`config.mk`:
```
export PLATFORM = sky130hd
export DESIGN_NAME = apb3_master_bridge
export DESIGN_NICKNAME = d
export VERILOG_FILES = /design/src/rtl/apb3_pkg.sv /design/src/rtl/apb3_addr_decode.sv /design/src/rtl/apb3_master_bridge.sv
export SDC_FILE = /design/constraint.sdc
export NUM_CORES = 1
export LEC_CHECK = 0
export ABC_AREA = 1
export CELL_PAD_IN_SITES_DETAIL_PLACEMENT = 0
export CELL_PAD_IN_SITES_GLOBAL_PLACEMENT = 1
export CORE_MARGIN = 5
export CORE_UTILIZATION = 29
export DETAILED_ROUTE_END_ITERATION = 10
export GPL_ROUTABILITY_DRIVEN = 1
export PLACE_DENSITY = 0.95
export SLEW_MARGIN = 15
export SYNTH_ARGS = -nofsm -noshare
export SYNTH_HDL_FRONTEND = slang
export SYNTH_SLANG_ARGS = --single-unit
```
`constraint.sdc`:
```
create_clock -name PCLK -period 6.9 [get_ports PCLK]
set_clock_uncertainty 0.05 [all_clocks]
set_input_delay 0.69 -clock PCLK [delete_from_list [all_inputs] [get_ports PCLK]]
set_output_delay 0.69 -clock PCLK [all_outputs]
set_load 0.01 [all_outputs]
```
`src/rtl/apb3_pkg.sv`:
```
// apb3_pkg
// Shared types and helpers for the APB3 master bridge.
//   - apb_state_t : bridge FSM states (IDLE, SETUP, ACCESS, RESP)
//   - apb_rsp_t   : captured response {rdata, err, timeout}
//   - slave_index : address -> raw region number (addr >> region_bits)
package apb3_pkg;

    localparam int APB_MAX_ADDR_W = 64;
    localparam int APB_MAX_DATA_W = 32;

    typedef enum logic [1:0] {
        IDLE   = 2'd0,
        SETUP  = 2'd1,
        ACCESS = 2'd2,
        RESP   = 2'd3
    } apb_state_t;

    typedef struct packed {
        logic [APB_MAX_DATA_W-1:0] rdata;
        logic                      err;
        logic                      timeout;
    } apb_rsp_t;

    // Returns the whole region number rather than just the low index bits,
    // so that addresses above the last populated region can be flagged as
    // decode errors even when NUM_SLAVES is a power of two.
    function automatic int unsigned slave_index(input logic [APB_MAX_ADDR_W-1:0] addr,
                                                input int unsigned region_bits);
        return 32'(addr >> region_bits);
    endfunction

endpackage

```
`src/rtl/apb3_addr_decode.sv`:
```
// apb3_addr_decode
// Combinational address decoder for the APB3 master bridge.
//   addr       in  ADDR_WIDTH  command address
//   idx        out IDX_W       slave index (low bits of the region number)
//   decode_err out 1           address lies beyond the last slave region
module apb3_addr_decode
    import apb3_pkg::*;
#(
    parameter int NUM_SLAVES  = 4,
    parameter int ADDR_WIDTH  = 32,
    parameter int REGION_BITS = 12,
    parameter int IDX_W       = 2
) (
    input  logic [ADDR_WIDTH-1:0] addr,
    output logic [IDX_W-1:0]      idx,
    output logic                  decode_err
);

    logic [APB_MAX_ADDR_W-1:0] addr_ext;
    int unsigned               region;

    assign addr_ext   = APB_MAX_ADDR_W'(addr);
    assign region     = slave_index(addr_ext, REGION_BITS);
    assign idx        = IDX_W'(region);
    // Any address bit above the populated regions makes the access illegal.
    assign decode_err = (region >= 32'(NUM_SLAVES));

endmodule

```
`src/rtl/apb3_master_bridge.sv`:
```
// apb3_master_bridge
// Converts a valid/ready command stream into APB3 transfers on NUM_SLAVES
// address-decoded slaves, one transfer in flight. Handles PREADY wait states,
// PSLVERR, decode errors and an optional wait-state timeout.
//   PCLK, PRESETn                 clock, synchronous active-low reset
//   cmd_valid/ready/addr/write/wdata   command channel (ready only in IDLE)
//   rsp_valid/ready/rdata/err/timeout  response channel (registered)
//   PSEL, PENABLE, PADDR, PWRITE, PWDATA  APB request (registered)
//   PRDATA, PREADY, PSLVERR       per-slave APB return signals
module apb3_master_bridge
    import apb3_pkg::*;
#(
    parameter int NUM_SLAVES     = 4,
    parameter int ADDR_WIDTH     = 32,
    parameter int DATA_WIDTH     = 32,
    parameter int REGION_BITS    = 12,
    parameter int TIMEOUT_CYCLES = 256
) (
    input  logic                             PCLK,
    input  logic                             PRESETn,
    input  logic                             cmd_valid,
    output logic                             cmd_ready,
    input  logic [ADDR_WIDTH-1:0]            cmd_addr,
    input  logic                             cmd_write,
    input  logic [DATA_WIDTH-1:0]            cmd_wdata,
    output logic                             rsp_valid,
    input  logic                             rsp_ready,
    output logic [DATA_WIDTH-1:0]            rsp_rdata,
    output logic                             rsp_err,
    output logic                             rsp_timeout,
    output logic [NUM_SLAVES-1:0]            PSEL,
    output logic                             PENABLE,
    output logic [ADDR_WIDTH-1:0]            PADDR,
    output logic                             PWRITE,
    output logic [DATA_WIDTH-1:0]            PWDATA,
    input  logic [NUM_SLAVES*DATA_WIDTH-1:0] PRDATA,
    input  logic [NUM_SLAVES-1:0]            PREADY,
    input  logic [NUM_SLAVES-1:0]            PSLVERR
);

    localparam int IDX_W = (NUM_SLAVES > 1) ? $clog2(NUM_SLAVES) : 1;
    localparam int CNT_W = (TIMEOUT_CYCLES > 0) ? $clog2(TIMEOUT_CYCLES + 1) : 1;

    apb_state_t              state_reg, state_next;
    logic [NUM_SLAVES-1:0]   psel_reg, psel_next;
    logic                    penable_reg, penable_next;
    logic [ADDR_WIDTH-1:0]   paddr_reg, paddr_next;
    logic                    pwrite_reg, pwrite_next;
    logic [DATA_WIDTH-1:0]   pwdata_reg, pwdata_next;
    logic [IDX_W-1:0]        idx_reg, idx_next;
    logic [CNT_W-1:0]        cnt_reg, cnt_next;
    logic [CNT_W-1:0]        cnt_inc;
    logic                    rsp_valid_reg, rsp_valid_next;
    apb_rsp_t                rsp_reg, rsp_next;

    logic [IDX_W-1:0]        dec_idx;
    logic                    dec_err;

    logic [DATA_WIDTH-1:0]   prdata_slice [NUM_SLAVES];
    logic [DATA_WIDTH-1:0]   sel_rdata;
    logic                    sel_ready;
    logic                    sel_err;

    apb3_addr_decode #(
        .NUM_SLAVES (NUM_SLAVES),
        .ADDR_WIDTH (ADDR_WIDTH),
        .REGION_BITS(REGION_BITS),
        .IDX_W      (IDX_W)
    ) u_decode (
        .addr      (cmd_addr),
        .idx       (dec_idx),
        .decode_err(dec_err)
    );

    genvar gi;
    generate
        for (gi = 0; gi < NUM_SLAVES; gi++) begin : g_prdata
            assign prdata_slice[gi] = PRDATA[gi*DATA_WIDTH +: DATA_WIDTH];
        end
    endgenerate

    // Only the slave latched at accept time is ever looked at.
    assign sel_rdata = prdata_slice[idx_reg];
    assign sel_ready = PREADY[idx_reg];
    assign sel_err   = PSLVERR[idx_reg];
    assign cnt_inc   = cnt_reg + 1'b1;

    always_comb begin
        state_next     = state_reg;
        psel_next      = psel_reg;
        penable_next   = penable_reg;
        paddr_next     = paddr_reg;
        pwrite_next    = pwrite_reg;
        pwdata_next    = pwdata_reg;
        idx_next       = idx_reg;
        cnt_next       = cnt_reg;
        rsp_valid_next = rsp_valid_reg;
        rsp_next       = rsp_reg;

        case (state_reg)
            IDLE: begin
                if (cmd_valid) begin
                    paddr_next  = cmd_addr;
                    pwrite_next = cmd_write;
                    pwdata_next = cmd_wdata;
                    idx_next    = dec_idx;
                    cnt_next    = '0;
                    if (dec_err) begin
                        // No bus activity: answer with an error straight away.
                        rsp_next       = '{rdata: '0, err: 1'b1, timeout: 1'b0};
                        rsp_valid_next = 1'b1;
                        state_next     = RESP;
                    end else begin
                        psel_next  = NUM_SLAVES'(1) << dec_idx;
                        state_next = SETUP;
                    end
                end
            end
            SETUP: begin
                penable_next = 1'b1;
                state_next   = ACCESS;
            end
            ACCESS: begin
                if (sel_ready) begin
                    rsp_next.rdata   = pwrite_reg ? '0 : APB_MAX_DATA_W'(sel_rdata);
                    rsp_next.err     = sel_err;
                    rsp_next.timeout = 1'b0;
                    psel_next        = '0;
                    penable_next     = 1'b0;
                    rsp_valid_next   = 1'b1;
                    state_next       = RESP;
                end else begin
                    // Saturate rather than wrap when the timeout is disabled.
                    if (cnt_reg != '1) begin
                        cnt_next = cnt_inc;
                    end
                    if ((TIMEOUT_CYCLES != 0) && (cnt_inc == CNT_W'(TIMEOUT_CYCLES))) begin
                        rsp_next       = '{rdata: '0, err: 1'b1, timeout: 1'b1};
                        psel_next      = '0;
                        penable_next   = 1'b0;
                        rsp_valid_next = 1'b1;
                        state_next     = RESP;
                    end
                end
            end
            RESP: begin
                if (rsp_ready) begin
                    rsp_valid_next = 1'b0;
                    cnt_next       = '0;
                    state_next     = IDLE;
                end
            end
            default: begin
                state_next = IDLE;
            end
        endcase
    end

    always_ff @(posedge PCLK) begin
        if (!PRESETn) begin
            state_reg     <= IDLE;
            psel_reg      <= '0;
            penable_reg   <= 1'b0;
            paddr_reg     <= '0;
            pwrite_reg    <= 1'b0;
            pwdata_reg    <= '0;
            idx_reg       <= '0;
            cnt_reg       <= '0;
            rsp_valid_reg <= 1'b0;
            rsp_reg       <= '0;
        end else begin
            state_reg     <= state_next;
            psel_reg      <= psel_next;
            penable_reg   <= penable_next;
            paddr_reg     <= paddr_next;
            pwrite_reg    <= pwrite_next;
            pwdata_reg    <= pwdata_next;
            idx_reg       <= idx_next;
            cnt_reg       <= cnt_next;
            rsp_valid_reg <= rsp_valid_next;
            rsp_reg       <= rsp_next;
        end
    end

    assign cmd_ready   = (state_reg == IDLE);
    assign rsp_valid   = rsp_valid_reg;
    assign rsp_rdata   = rsp_reg.rdata[DATA_WIDTH-1:0];
    assign rsp_err     = rsp_reg.err;
    assign rsp_timeout = rsp_reg.timeout;
    assign PSEL        = psel_reg;
    assign PENABLE     = penable_reg;
    assign PADDR       = paddr_reg;
    assign PWRITE      = pwrite_reg;
    assign PWDATA      = pwdata_reg;

endmodule

```
# After elaboration in Yosys (flattened, before gate mapping)
# Cells that the tools add are included.
[op_classes] n_eq_ne=12 n_shift=1 bitwise=1 add_sub_neg=1 mux=38 order_cmp=3 n_reduce_logical=11
[op_table] cell="2-to-1 mux 34 bit" count=4
[op_table] cell="2-to-1 mux 32 bit" count=3
[op_table] cell="case mux 34 bit (2 select lines)" count=1
[op_table] cell="binary-select mux 32 bit (select 2 bit)" count=1
[op_table] cell="2-to-1 mux 9 bit" count=4
[op_table] cell="case mux 9 bit (3 select lines)" count=1
[op_table] cell="greater-or-equal comparator 20 x 3 -> 1 bit (second input constant)" count=1
[op_table] cell="2-to-1 mux 4 bit" count=4
[op_table] cell="2-to-1 mux 2 bit" count=5
[op_table] cell="inequality test 2 bit (second input constant)" count=5
[op_table] cell="AND reduction 5 bit" count=2
[op_table] cell="adder 9 x 1 -> 9 bit (second input constant)" count=1
[op_table] cell="== test 9 bit (second input constant)" count=1
[op_table] cell="2-to-1 mux 1 bit" count=9
[op_table] cell="inequality test 9 bit (second input constant)" count=1
[op_table] cell="case mux 2 bit (4 select lines)" count=1
[op_table] cell="case mux 4 bit (2 select lines)" count=1
[op_table] cell="AND reduction 4 bit" count=2
[op_table] cell="binary-select mux 1 bit (select 2 bit)" count=2
[op_table] cell="== test 2 bit (second input constant)" count=2
[op_table] cell="AND reduction 2 bit" count=2
[op_table] cell="nonzero test 2 bit" count=2
[op_table] cell="<< shifter 1 x 2 -> 4 bit (first input constant)" count=1
[op_table] cell="greater-or-equal comparator 3 bit (second input constant)" count=1
[op_table] cell="10 further kinds" count=10
[totals] register_bits=118 in_bits=205 output_inout_bits=106

# Depth between registers and ports, before layout
# Gate-level depths: netlist of run 1.
[logic_depth] depth_word=7 ltp_mapped=14 ltp_nobuf=14

# Cells and area by module
# From an unflattened synthesis of run 1, not the netlist that was laid out.
[unflattened] hier_cells=918 area_unflattened_um2=5918.2
[modules_own_cells] module="apb3_master_bridge" area_each_um2=5836.8 n_inst=1 cells_per_inst=900
[modules_own_cells] module="apb3_addr_decode" area_each_um2=81.3 n_inst=1 cells_per_inst=18

# Least setup slack after synthesis of run 1
# Ideal clock, no wire load.
[synth_path] kind="register -> register" start="register cnt_reg[0]" end="register rsp_reg, in the netlist rsp_rdata[22]" synth_period_minus_slack_ps=2195 t_arrival_ps=2013 setup_ps=132 path_stages_with_launch=15 path_buffers=1 setup_slack_ps=4705 path_cell_list="dfxtp_1 -> ha_1 -> nand2_2 -> nor2_4 -> nand3_2 -> nor2_1 -> ha_1 -> nand3_1 -> nor2_1 -> nand2_1 -> o21bai_4 -> nand3_4 -> buf_6 -> nand2_1 -> a21oi_1"
[synth_between] elab_chain_cells=4
[synth_rtl] element="start, declared" line="apb3_master_bridge.sv:51" text="logic [CNT_W-1:0] cnt_reg, cnt_next;"
[synth_rtl] element="start signal, assigned" line="apb3_master_bridge.sv:179" text="cnt_reg <= cnt_next;"
[synth_rtl] element="adder 9 x 1 -> 9 bit" line="apb3_master_bridge.sv:86" text="assign cnt_inc = cnt_reg + 1'b1;"
[synth_rtl] element="== test 9 bit" line="apb3_master_bridge.sv:137" text="if ((TIMEOUT_CYCLES != 0) && (cnt_inc == CNT_W'(TIMEOUT_CYCLES))) begin"
[synth_rtl] element="inequality test 3 bit (no source line)"
[synth_rtl] element="AND reduction 4 bit (no source line)"
[synth_rtl] element="end signal, assigned" line="apb3_master_bridge.sv:181" text="rsp_reg <= rsp_next;"
[synth_rtl] element="end, declared" line="apb3_master_bridge.sv:54" text="apb_rsp_t rsp_reg, rsp_next;"
# Every way passes these cells.
# A chain may end at the register's enable or synchronous reset.

==> impl_results.md, run 1 <==
- Post-CTS setup repair buffer count: 0
- Count leader, synth: nor2_1
- Final instance area: 0.00974 sq mm
- CTS-repair resized insts: 0
- Slew Viols, Final: 0
- Library cells used by synthesis: 32
- HP Class: flip-flop to flip-flop
- Worst rel slew slack: 45.1%
- Largest cells by area after synthesis: dfxtp_1 39%, nor2_1 18%, o21ai_0 11%
- Worst-Skew Late Latency: 0.41 ns
- Remaining global-route overflow: 0
- Final WL: 23500 um
- Die width: 153 um
- First-pass GRT wire length: 35800 um
- Number of routed nets with antenna violations: 0
- Largest fanout on the critical path: 56
- Starting Density: 29.4%
- Worst EP required: 7.14 ns
- Min cycle time layout: 3.04 ns
- Final Util: 48.1%
- CP endpoint: cnt_reg[2]
- Synth Register Bits: 116
- CP endpoint kind: flip-flop
- Full die area: 0.0235 sq mm
- Clk sinks: 116
- Worst r2r src: PADDR[12]
- Yosys warns: 0
- I/O Buffers: 310
- Gr busiest metal: met2
- Final hold vios: 0
- Critical path's top delay family: buffers and inverters
- LEAKAGE: 3.59 nW
- Clock Path Buffers: 2
- Layout overhead on the synthesized area: 63.8%
- N_diodes: 0
- Largest net degree at the start of global routing: 69
- Post-synth EDFFs: 0
- Sequential share of the synthesized area: 39.1%
- Vias in the first global route: 6533
- CP Class: flip-flop to flip-flop
- Multi-input logic area: 0.00318 sq mm
- Fmax: 329 MHz
- I/O pins: 311
- Worst Tran Pin Value: 0.823 ns
- Post-Synthesis Cells: 872
- Syn_nets: 1084
- Dpl cell area: 0.00912 sq mm
- Power per cell area: 326 mW/mm^2
- RSZ-0062 raised after global routing: no
- Hold_buf cts: 0
- Residual DRC count: 0
- DR pass1 iterations: 5
- Setup TNS: 0 ns
- Drt first-iter violations: 394
- Post-synthesis cell area: 0.00595 sq mm
- Worst VDD drop: 0.179 mV
- Fin crit share: 44.1%
- Top FF cell, synth: dfxtp_1
- Crit path launch type: flip-flop
- Vias: 6843
- Met1 usage: 22.6%
- Top post-synthesis cells by count: 283 x nor2_1, 132 x o21ai_0, 116 x dfxtp_1
- # setup viols final: 0
- CTS clk-pin slew, worst paths: 0.06 ns
- R2r endpoint: cnt_reg[2]
- CTS tree: yes
- Layout Nets: 1354
- GRT Util Overall: 18.9%
- Outcome: finished clean
- GPL Wtd Cong: 0.896
- Vias/cell: 4.80
- Worst R2R Setup Slack: 3.86 ns
- Met3 Use GR: 8.65%
- GRT met2 Usage: 30.8%
- Worst path slowest cell: buf_4
- Share of cells above drive strength 1: 6.75%
- Initial antenna violation count: 3
- Asr flop ratio synth: 0%
- Hpwl dp: 17100 um
- Fillers: 2049
- Root Driver: clkbuf_16
- Arr. time, crit path: 3.28 ns
- Max Cap Viol: 0
- # rows: 52
- CP Buf/Inv Count: 3
- Stages on the worst setup path: 10
- CTS buffer count: 17
- Area leader, netlist: dfxtp_1
- Die height: 153 um
- Non-Filler Instances: 1425
- Worst Setup SP: PADDR[12]
- Core area: 0.0202 sq mm
- Routed WL per cell: 16.5 um
- Slowest stage delay, CP: 0.52 ns
- FF-to-FF path depth: 10
- H-tree levels: 4
- Yosys top cell area share: 39.1%
- FF/Latch Area: 0.00232 sq mm
- Synthesized area per cell: 6.82 sq um
- Critical Path, Cell by Cell: buf_4 -> inv_2 -> nand2_1 -> nand3_1 -> nand2_2 -> nor2_2 -> inv_2 -> nand2_1 -> a32oi_1 -> nor2_1
- Hold Worst Slack: 0.413 ns
- Placed insts: 1393
## tightest hold or removal path: cells and delay by family (launching register included)
kind / cells / cell delay [ns]
AO/OA/AOI/OAI: 1 / 0.05
flip-flops: 1 / 0.31
AND/OR/NAND/NOR: 1 / 0.06
## routing by layer
layer | wire [um] | vias to the layer above | part of all wire, %
li1 | - | 3463 | -
met1 | 9830 | 3046 | 42
met2 | 10700 | 297 | 46
met3 | 2570 | 31 | 11
met4 | 339 | 6 | 1.4
met5 | 39 | - | 0.17
## placed cells by master, fill, tap and decap left out, types with 5 or more instances in the layout
master and instances:
nand3_1 10, a211oi_1 22, nand2_2 9, nor2_1 283, inv_1 19, dfxtp_1 115
ha_1 7, clkbuf_16 17, nand4_1 41, clkdlybuf4s50_1 309, buf_4 11, o21ai_0 132
nand2_1 76, inv_2 6, clkinv_2 5, a21oi_1 46, a211oi_2 10
## cells by family after synthesis
logic type | Yosys count | synth area share (%)
buf+inv | 96 | 7.45
flops | 116 | 39.1
simple gates | 431 | 30.4
fa+ha+maj | 7 | 1.47
compound gates | 222 | 21.6
## layout make-up
type,count,area share (%)
clock buffer,18,4.41
multi-input combinational,660,32.7
clock inverter,14,1.90
sequential,116,23.9
inverter,26,1.00
timing repair buffer,321,32.7
tap,270,3.47
## metrics by stage
step                      setup slack [ns]  power (mW)
after floorplan                       4.71        1.69
after global placement                3.88        2.26
after detailed placement              3.81        2.27
after CTS                             3.82        3.22
after global routing                  3.56        3.38
final                                 3.86        3.18
## worst min path at each step
stage                             from      endpoint  slack, ns  cells past startpoint
after floorplan             cnt_reg[8]    cnt_reg[8]       0.40                      2
after global placement    rsp_rdata[6]  rsp_rdata[6]       0.40                      2
after detailed placement       PENABLE       PENABLE       0.41                      2
after CTS                      PENABLE       PENABLE       0.41                      2
after global routing      rsp_rdata[0]  rsp_rdata[0]       0.44                      2
final                          PENABLE       PENABLE       0.41                      2
## report_power, final
part	total, mW	internal, mW	switching (mW)	leakage, nW
combinational	1.34	0.564	0.777	2.34
clock	0.929	0.602	0.328	0.296
sequential	0.907	0.819	0.0879	0.951
(Power assumes the default switching activity.)
==> run 2: changes to the inputs <==
CORE_UTILIZATION = 24   (was 29)
PLACE_DENSITY = 0.85   (was 0.95)
clock period = 2.7 ns   (was 6.9 ns; I/O delays follow)
==> run 2 against run 1 <==
Global-route usage shrank 2.7 points. Combinational power grew to 2.7 times the previous value. Design area rose by 1.7%. Non-clock buffer count is 7 higher. Die area is 19% higher. Clock power grew to 2.6 times the previous value. Worst hold slack got worse by 0.18 ns. Count of clock-buffer cells in the layout stayed put. Critical path depth grew 3. Worst setup slack got worse by 3.7 ns. Fmax is 18% higher. Core utilization fell by 7.5 points. Critical path type unchanged. Largest cell class is now buffers. Largest power group unchanged.
==> impl_results.md, run 2 (same netlist as run 1, synthesis figures left out) <==
- CP Class: flip-flop to flip-flop
- Share of cells above drive strength 1: 7.48%
- Arr. time, crit path: 2.77 ns
- Worst VDD drop: 0.455 mV
- Most frequent cells in the layout: 309 x clkdlybuf4s50_1, 283 x nor2_1, 132 x o21ai_0, 115 x dfxtp_1, 76 x nand2_1
- I/O pins: 311
- Worst Hold Launch: PRESETn
- CP Buf/Inv Count: 0
- Hold_buf cts: 0
- Setup TNS: 0 ns
- Root Driver: clkbuf_16
- Worst rel slew slack: 39.8%
- Fmax: 388 MHz
- Hold EP: rsp_valid
- N_diodes: 0
- Residual DRC count: 0
- R2r endpoint: rsp_rdata[5]
- H-tree levels: 4
- Vias/cell: 4.62
- CTS-repair resized insts: 0
- Design Power: 8.29 mW
- Die width: 167 um
- CTS tree: yes
- Hold Worst Slack: 0.238 ns
- Min cycle time layout: 2.57 ns
- # setup viols final: 0
- CTS buffer count: 17
- GPL Wtd Cong: 0.855
- Core area: 0.0244 sq mm
- Worst-Skew Late Latency: 0.40 ns
- First-pass GRT wire length: 36800 um
- Remaining global-route overflow: 0
- DR pass1 iterations: 5
- CP endpoint kind: flip-flop
- Final WL: 24000 um
- Slew Viols, Final: 0
- Final worst slack: 0.125 ns
- Critical path's top delay family: simple AND/OR/NAND/NOR gates
- LEAKAGE: 3.64 nW
- Vias: 6864
- Post-CTS setup repair buffer count: 0
- Fillers: 2568
- Final hold vios: 0
- Max Cap Viol: 0
- Drt first-iter violations: 398
- Largest fanout on the critical path: 17
- Multi-input logic area: 0.00320 sq mm
- Layout overhead on the synthesized area: 66.6%
- Critical Path, Cell by Cell: ha_1 -> nand2_2 -> nor2_4 -> nand3_2 -> nor2_1 -> ha_1 -> nand3_1 -> nor2_1 -> nand2_1 -> o21bai_4 -> nand3_2 -> nand2_1 -> a21oi_1
- Hold Path Stages: 3
- Clock Path Buffers: 2
- Worst path slowest cell: nand3_2
- Worst Tran Pin Value: 0.901 ns
- Most common cell after layout, fill and taps aside: clkdlybuf4s50_1
- Layout Nets: 1362
- Full die area: 0.0280 sq mm
- Die height: 167 um
- Vias in the first global route: 6578
- Slowest stage delay, CP: 0.42 ns
- FF/Latch Area: 0.00232 sq mm
- Outcome: finished clean
- Crit path launch type: flip-flop
- Fin crit share: 95.4%
- # rows: 57
- Worst EP required: 2.90 ns
- FF-to-FF path depth: 13
- Worst r2r src: cnt_reg[0]
- GRT Util Overall: 16.2%
- Routed WL per cell: 16.2 um
- Power per cell area: 837 mW/mm^2
- RSZ-0062 raised after global routing: yes
- Worst R2R Setup Slack: 0.13 ns
- Largest net degree at the start of global routing: 64
- I/O Buffers: 310
- Hpwl dp: 17300 um
- Number of routed nets with antenna violations: 0
- Starting Density: 24.4%
- CTS clk-pin slew, worst paths: 0.06 ns
- Clk sinks: 116
- Pre-CTS setup slack: 0.193 ns
- Initial antenna violation count: 1
- HP Class: primary input to flip-flop
run 2: report_power, final:
| group | leakage, nW | switching [mW] | total, mW | internal (mW) |
|---|---|---|---|---|
| combinational | 2.39 | 2.07 | 3.57 | 1.51 |
| sequential | 0.951 | 0.207 | 2.30 | 2.09 |
| clock | 0.301 | 0.867 | 2.42 | 1.56 |
| total | 3.64 | 3.14 | 8.29 | 5.15 |
run 2: worst reg2reg max path: cells and delay by family (launching register included):
| kind | cells | cell delay [ns] |
|---|---|---|
| and+or+nand+nor | 9 | 1.29 |
| DFF | 1 | 0.40 |
| adders and majority gates | 2 | 0.38 |
| AOI/OAI and AO/OA | 2 | 0.30 |
run 2: cell type report:
class                           instances  share of cell area, %
Clock inverter                         14                   2.03
Multi-Input combinational cell        661                   32.3
Inverter                               26                  0.985
Sequential cell                       116                   23.5
Clock buffer                           18                   4.33
Timing Repair Buffer                  328                   32.8
Tap cell                              324                   4.09
run 2: worst max-delay path by stage:
stage / from / to / slack [ns] / depth (start not counted)
after CTS: cnt_reg[0] / rsp_rdata[20] / 0.19 / 13
after global routing: cnt_reg[0] / rsp_rdata[7] / -0.08 / 13
after floorplan: cnt_reg[0] / rsp_rdata[22] / 0.51 / 14
after detailed placement: cnt_reg[0] / rsp_rdata[12] / 0.19 / 13
after global placement: cnt_reg[0] / rsp_rdata[13] / 0.27 / 13
final: cnt_reg[0] / rsp_rdata[5] / 0.13 / 13
run 2: metal layers:
layer  up-vias  track usage (%)  part of all wire [%]
li1       3473                -                     -
met1      3081             20.8                    44
met2       287             25.4                    44
met3        21             6.55                    10
met4         2             4.09                   1.2
met5         -                0                 0.054
run 2: through the flow:
stage,area [sq um],utilization [%],instances
after floorplan,5950,-,872
after global placement,9260,38.0,1454
after detailed placement,9260,38.0,1454
after CTS,9890,40.6,1486
after global routing,9900,40.6,1487
final,9900,40.6,1487
==> run 3: changes to the inputs <==
CORE_UTILIZATION = 29   (was 24)
PLACE_DENSITY = 0.95   (was 0.85)
clock period = 3.3 ns   (was 2.7 ns; I/O delays follow)
==> run 3 against run 2 <==
Via count grew 0.13%. Critical path depth did not move. Critical endpoint is now rsp_rdata[0]. Non-clock buffer count down 5. Clock power is 19% lower. Combinational power shrank 22%. Die area down 16%. Sequential power shrank 17%. Highest routed layer is now met4. Sequential share of layout area grew 0.35 points. Routed wire length shrank 2.7%.
==> impl_results.md, run 3 (same netlist as run 1, synthesis figures left out) <==
- Full die area: 0.0235 sq mm
- Largest fanout on the critical path: 34
- HP Class: primary input to flip-flop
- CP Class: flip-flop to flip-flop
- Hold_buf cts: 0
- Starting Density: 29.4%
- # rows: 52
- Number of routed nets with antenna violations: 0
- Routed WL per cell: 16.4 um
- Setup TNS: 0 ns
- Final instance area: 0.00976 sq mm
- Root Driver: clkbuf_16
- Final WL: 23400 um
- Most frequent cells in the layout: 309 x clkdlybuf4s50_1, 283 x nor2_1, 132 x o21ai_0, 115 x dfxtp_1, 76 x nand2_1
- Vias in the first global route: 6502
- Outcome: finished clean
- Worst VDD drop: 0.486 mV
- DR pass1 iterations: 5
- First-pass GRT wire length: 36000 um
- Slew Viols, Final: 0
- Initial antenna violation count: 0
- N_diodes: 0
- Layout overhead on the synthesized area: 64.1%
- Post-CTS setup repair buffer count: 0
- Final hold vios: 0
- # setup viols final: 0
- Max Cap Viol: 0
- GRT Util Overall: 19.0%
- Non-Filler Instances: 1427
- Worst rel slew slack: 52.0%
- Crit path launch type: flip-flop
- Clk sinks: 116
- Largest net degree at the start of global routing: 68
- Die height: 153 um
- Vias/cell: 4.82
- CTS clk-pin slew, worst paths: 0.06 ns
- Drt first-iter violations: 378
- I/O Buffers: 310
- Die width: 153 um
- Vias: 6873
- Remaining global-route overflow: 0
- LEAKAGE: 3.59 nW
- Worst-Skew Late Latency: 0.42 ns
- CTS-repair resized insts: 0
- Share of cells above drive strength 1: 7.00%
- CTS buffer count: 17
- Residual DRC count: 0
- CTS tree: yes
- Worst Tran Pin Value: 0.719 ns
- Most common cell after layout, fill and taps aside: clkdlybuf4s50_1
- Dpl cell area: 0.00914 sq mm
- Power per cell area: 682 mW/mm^2
- I/O pins: 311
- Hpwl dp: 17200 um
- Layout Nets: 1356
- Fmax: 380 MHz
- Placed insts: 1395
- Worst EP required: 3.53 ns
- GPL Wtd Cong: 0.866
- Clock Path Buffers: 2
- RSZ-0062 raised after global routing: no
- CP endpoint kind: flip-flop
- Final Util: 48.2%
- Min cycle time layout: 2.63 ns
- H-tree levels: 4
- Fin crit share: 79.8%
- Arr. time, crit path: 2.86 ns
- Core area: 0.0202 sq mm
run 3: cell types whose count changed in the layout (fill, tap and decap cells not counted), sizes merged:
| cell | before | now |
|---|---|---|
| inv | 28 | 33 |
| clkbuf | 18 | 17 |
| nand3 | 14 | 13 |
| buf | 19 | 14 |
| bufinv | 4 | 3 |
| clkinv | 6 | 2 |
| clkinvlp | 2 | 3 |
run 3: layer usage:
layer | track usage (%) | part of all wire [%]
met2 | 30.5 | 45
met4 | 5.64 | 1.8
met1 | 22.4 | 41
met3 | 9.61 | 12
met5 | 0 | 0
run 3: path summary, 6_finish.rpt:
kind | from | to | slack (ns) | depth (start not counted)
min | PRESETn | rsp_valid | 0.31 | 3
max reg2reg | cnt_reg[0] | rsp_rdata[0] | 0.67 | 13
min reg2reg | PENABLE | PENABLE | 0.41 | 2
max | cnt_reg[0] | rsp_rdata[0] | 0.67 | 13
run 3: final cells by class:
class                   instances  area [sq um]
clock inverters                15           194
inverters                      26          97.6
clock buffers                  17           425
flip-flops and latches        116          2320
multi-input cells             660          3180
fillers                      2014         10500
repair buffers                323          3200
well taps                     270           338
run 3: report_power, final:
part	switching [mW]	internal, mW
logic	1.61	1.19
clock network	0.743	1.21
registers	0.192	1.71
run 3: critical path, stage by stage, from the launching register on:
cell and delay, ns:
dfxtp_1 0.41, ha_1 0.23, nand2_2 0.11, nor2_4 0.11
nand3_2 0.09, nor2_1 0.10, ha_1 0.15, nand3_1 0.07
nor2_1 0.08, nand2_1 0.09, o21bai_4 0.31, nand3_4 0.41
nand2_1 0.18, a21oi_1 0.08
run 3: per-stage QoR:
| step | setup slack, ns | power (mW) | hold WS, ns |
|---|---|---|---|
| floorplan | 1.11 | 3.54 | 0.395 |
| global placement | 0.756 | 4.74 | 0.400 |
| detailed placement | 0.642 | 4.76 | 0.406 |
| CTS | 0.636 | 6.75 | 0.302 |
| global route | 0.312 | 7.12 | 0.331 |
| finish | 0.667 | 6.66 | 0.309 |
==> patch 1: new RTL, flow settings as in run 2 <==
Register the output `rsp_timeout`; this adds one clock of latency there. The other outputs are not delayed to match.
--- a/src/rtl/apb3_master_bridge.sv
+++ b/src/rtl/apb3_master_bridge.sv
@@ -186,7 +186,9 @@
     assign rsp_valid   = rsp_valid_reg;
     assign rsp_rdata   = rsp_reg.rdata[DATA_WIDTH-1:0];
     assign rsp_err     = rsp_reg.err;
-    assign rsp_timeout = rsp_reg.timeout;
+    always_ff @(posedge PCLK) begin
+        rsp_timeout <= rsp_reg.timeout;
+    end
     assign PSEL        = psel_reg;
     assign PENABLE     = penable_reg;
     assign PADDR       = paddr_reg;
Check against the original RTL: no difference found for any inputs over 4 cycles, from zero or initial values and one cycle with PRESETn low; that may be too few to reach the edited logic, so the function may still have changed.
==> patch 1 against run 2 <==
Cell count grew 0.54%. Wire length up 3.4%. Global-route usage decreased by 0.15 points. Synthesized cell count rose by 3.8%. Synthesized area increased by 4.4%. Final area up 0.51%. Count of clock-buffer cells in the layout unchanged. Worst setup slack gained 120 ps. Fmax increased by 4.8%. Total power down 0.35%. Hold slack gained 80 ps. Sequential cell count increased by 1. Critical path type unchanged. Critical endpoint is now cnt_reg[5]$_SDFFE_PN0P_. Largest power group unchanged.
==> patch 1: results (changes against run 2) <==
Status
  – Status: complete, no violations

Route
  – DR vias/cell: 4.611 (-0.10%)
  – Routed WL: 24820 um (+3.4%)

Worst setup path
  – CP max FO: 30 (+13)
  – Reg2Reg Setup Slack: 240 ps (+120 ps)
  – Critical R2R Launch: state_reg[0]$_SDFFE_PN0P_
  – CP max stage delay: 470 ps (+50 ps)
  – Cell family with most CP delay: buffers and inverters
  – Crit Reg-Reg Endpoint: cnt_reg[5]$_SDFFE_PN0P_
  – Reg2reg path depth: 8 (-5)
  – Critical-path top delay cell: inv_2

Min path
  – Hold Path End: rsp_timeout$_DFF_P_
  – Hold crit path type: register to register
  – Hold Path Origin: rsp_reg[0]$_SDFFE_PN0P_
  – Hold path cells: 0 (-3)

Finish
  – Final #Nets: 1364 (+0.15%)
  – Layout cells sized above 1: 7.811% (+0.33 points)

Global route
  – Met3 Use GR: 6.862% (+0.31 points)
  – Met2 usage: 26.81% (+1.4 points)
  – Vias in the first global route: 6788 (+3.2%)
  – Initial antenna violation count: 3 (+2)
  – Met1 Use GR: 19.29% (-1.5 points)

Placement
  – Post-DP HPWL: 18300 um (+5.7%)
  – Cell Area, Placed: 9303 sq um (+0.43%)

Logic synthesis
  – Sequential area share after synthesis: 37.74% (-1.3 points)
  – Most frequent cells after synthesis: nor2_1 (283), o21ai_0 (132), dfxtp_1 (117), nand2_1 (77), clkbuf_1 (48)
  – Ranking of synthesized cells by area: dfxtp_1 (38%), nor2_1 (17%), o21ai_0 (11%), nand2_1 (4.7%), nand4_1 (4.1%)

Pwr
  – P_sw: 3156 uW (+0.50%)
  – Static leakage: 0.003642 uW (+0.13%)

STA
  – Slew margin rel.: 57.52% (+18 points)
## patch 1: cell types whose count changed in the layout (fill, tap and decap cells not counted), sizes merged
cell / delta
buf: +1
bufinv: -1
clkinv: -2
clkinvlp: +2
dfxtp: +1
inv: +1
## patch 1: worst register-to-register path: stages, from the launching register on
cell     delay (ps)
dfxtp_1         380
inv_1            80
ha_1            330
inv_1           250
nor2_2           90
inv_2           470
nand2_1         370
a32oi_1         260
nor2_1           60
## patch 1: layout make-up
class                      instances  area (sq um)
clock inverter                    14         173.9
timing repair buffer             329          3273
clock buffer                      18         439.2
tap                              330         412.9
multi-input combinational        661          3211
inverter                          26         97.59
fill                            2657         15370
sequential                       117          2346
## patch 1: cell families (layout without fill, tap and decap cells)
group                      after synthesis  in the layout  synth area share, %
and+or+nand+nor                        431            432                29.13
AOI/OAI and AO/OA                      222            222                20.71
buffers and inverters                  128            387                11.01
DFF                                    117            117                37.74
adders and majority gates                7              7                1.411
## patch 1: what timing repair did
action,in CTS,in global routing
setup buffers,0,1
hold buffers,0,0
gates resized for setup,0,6
endpoints found under the hold margin,0,0
setup endpoints to repair,0,41
## patch 1: power by group through the flow
stage | Combinational [uW] | Sequential [uW] | Clock, uW
3_5_place_dp | 3540 | 2380 | 0
2_1_floorplan | 1910 | 2480 | 0
4_1_cts | 3560 | 2350 | 2430
5_1_grt | 3940 | 2400 | 2540
6_report | 3560 | 2340 | 2360
3_3_place_gp | 3540 | 2360 | 0
## patch 1: routing by layer
layer	part of all wire, %	wire length [um]	vias up
li1	-	-	3491
met3	12	2991	24
met1	42	10350	3086
met5	0.052	13	-
met4	1.2	290	2
met2	45	11180	291
## patch 1: metrics by stage
step | hold slack (ps) | instances | worst slack (ps)
CTS | 319.5 | 1493 | 108.4
global route | 331.1 | 1495 | 37.49
global placement | 311.5 | 1461 | 245.4
floorplan | 299.6 | 905 | 505.8
detailed placement | 307.3 | 1461 | 170.8
finish | 317.8 | 1495 | 242.9
## patch 1: worst max path at each step
stage                     cells after the start  slack, ps                      start                          to
after floorplan                              14        510    cnt_reg[0]$_SDFFE_PN0P_  rsp_rdata[22]$_SDFFE_PN0P_
after global placement                        8        250  state_reg[0]$_SDFFE_PN0P_     cnt_reg[5]$_SDFFE_PN0P_
after detailed placement                     13        170    cnt_reg[0]$_SDFFE_PN0P_  rsp_rdata[15]$_SDFFE_PN0P_
after CTS                                    13        110    cnt_reg[0]$_SDFFE_PN0P_   rsp_rdata[0]$_SDFFE_PN0P_
after global routing                          8         40  state_reg[0]$_SDFFE_PN0P_     cnt_reg[6]$_SDFFE_PN0P_
final                                         8        240  state_reg[0]$_SDFFE_PN0P_     cnt_reg[5]$_SDFFE_PN0P_
==> patch 2: new RTL, settings of run 2 <==
Made on the original files. `ADDR_WIDTH` is set to 32 in 2 places; all go to 36.
--- a/src/rtl/apb3_addr_decode.sv
+++ b/src/rtl/apb3_addr_decode.sv
@@ -7,7 +7,7 @@
     import apb3_pkg::*;
 #(
     parameter int NUM_SLAVES  = 4,
-    parameter int ADDR_WIDTH  = 32,
+    parameter int ADDR_WIDTH  = 36,
     parameter int REGION_BITS = 12,
     parameter int IDX_W       = 2
 ) (
--- a/src/rtl/apb3_master_bridge.sv
+++ b/src/rtl/apb3_master_bridge.sv
@@ -11,7 +11,7 @@
     import apb3_pkg::*;
 #(
     parameter int NUM_SLAVES     = 4,
-    parameter int ADDR_WIDTH     = 32,
+    parameter int ADDR_WIDTH     = 36,
     parameter int DATA_WIDTH     = 32,
     parameter int REGION_BITS    = 12,
     parameter int TIMEOUT_CYCLES = 256
Ports: changed (resized PADDR and cmd_addr); port bits go from 311 to 319. The function was not compared with the original's and may differ.
==> patch 2 against run 2 <==
Worst setup slack better by 180 ps. Total power up 28%. Synthesized area up 2.2%. Highest routed layer unchanged. Final area grew 3.4%. Wire length is 5.6% higher. Utilization increased by 0.32 points. First-iteration DRC count is 17% lower. Critical endpoint is now rsp_rdata[29]$_SDFFE_PN0P_. Sequential cell count up 4.
==> patch 2: results (changes against run 2) <==
Status
  – Status: complete, no violations

Placement
  – GP Congestion: 0.8330 (-2.6%)
  – Number of port buffers: 318 (+2.6%)
  – Cell Area, Placed: 9605 sq um (+3.7%)
  – Pre-CTS WS: 209.8 ps (+17.28 ps)
  – Post-DP HPWL: 19050 um (+10%)

Logic synthesis
  – Mean area per synthesized cell: 6.410 sq um (-6.0%)
  – Ranking of synthesized cells by area: dfxtp_1 (40%), nor2_1 (16%), o21ai_0 (9.2%), nand2_1 (9.0%), inv_1 (5.4%)
  – Unique masters post-synth: 27 (-16%)
  – Sequential area share after synthesis: 39.53% (+0.47 points)
  – Most frequent cells after synthesis: nor2_1 (251), nand2_1 (145), dfxtp_1 (120), o21ai_0 (112), inv_1 (88)
  – Post-Syn Nets: 1164 (+7.4%)

Global route
  – GRT Resource Usage Total: 16.90% (+0.71 points)
  – Vias in the first global route: 7016 (+6.7%)
  – First-pass GRT wire length: 38460 um (+4.4%)
  – Largest net degree at the start of global routing: 67 (+4.7%)

Worst setup path
  – Reg2reg path depth: 14 (+1)
  – Crit Reg-Reg Endpoint: rsp_rdata[29]$_SDFFE_PN0P_
  – Reg2Reg Setup Slack: 300 ps (+180 ps)
  – CP max FO: 13 (-4)

Route
  – DR vias/cell: 4.515 (-2.2%)
  – First-pass DRT Iterations: 4 (-1)
  – Routed WL: 25370 um (+5.6%)
  – Initial drt markers: 330 (-17%)

Finish
  – Layout cells sized above 1: 5.644% (-1.8 points)
  – Final #Nets: 1461 (+7.3%)
  – Final non-filler cell total: 1588 (+6.8%)

Min path
  – Hold path cells: 3 (unchanged)
  – Hold Path End: state_reg[0]$_SDFFE_PN0P_

Pwr
  – Sw Share: 40.34% (+2.5 points)
  – Worst VDD drop: 0.5072 mV (+11%)
  – Static leakage: 0.004269 uW (+17%)

STA
  – Crit path time final: 2396 ps (-178.4 ps)
  – Worst Tran Pin Value: 610.4 ps (-290.5 ps)

CTS
  – Post_cts resized: 0 (unchanged)
  – Num CTS Buffers: 17 (unchanged)
patch 2: cell types whose count changed after synthesis, sizes merged, moves of 4 or more:
cell / delta
a211oi: -32
a221oi: +14
clkbuf: -5
dfxtp: +4
inv: +63
nand2: +62
nand3: +26
nand4: -16
nor2: -33
o21ai: -18
o22ai: +19
patch 2: cells by family after synthesis:
group / count (synthesis) / share of synthesized area [%]
simple gates: 470 / 31.50
compound gates: 196 / 17.44
buf+inv: 155 / 10.09
flops: 120 / 39.53
fa+ha+maj: 7 / 1.441
patch 2: through the flow:
step / util, % / hold WS (ps)
global route: 40.92 / 241.7
detailed placement: 38.37 / 422.8
global placement: 38.37 / 403.9
CTS: 40.78 / 211.3
finish: 40.92 / 240.9
floorplan: - / 386.7
patch 2: area by class of cell:
type                       instances  area, sq um
fill                            2657        14790
timing repair buffer             344         3426
multi-input combinational        673         3064
sequential                       120         2404
clock buffer                      18        429.2
tap                              330        412.9
inverter                          89        334.1
clock inverter                    14        175.2
patch 2: layer usage:
metal  GRT usage (%)  share of wire, %  up-vias
met5               0             0.051        -
met4           5.215               1.8        2
met3           7.567                12       28
met2           27.63                46      295
met1           20.00                41     3193
li1                -                 -     3652
patch 2: power by group through the flow:
stage	clock network, uW	registers (uW)	logic, uW
floorplan	0	3050	2800
global placement	0	2810	5420
detailed placement	0	2830	5440
CTS	2440	2800	5470
global route	2520	2890	6100
finish	2370	2800	5410
patch 2: critical path: stages, from the launching register on:
cell	delay, ps
dfxtp_1	410
ha_1	240
nand2_2	100
nor4_1	250
ha_1	180
nand2_1	50
nor2_1	90
nand3_1	70
nor2_1	90
nand3_1	120
nand2_4	140
nand3_2	110
buf_4	220
nor2_1	120
nor2_1	50
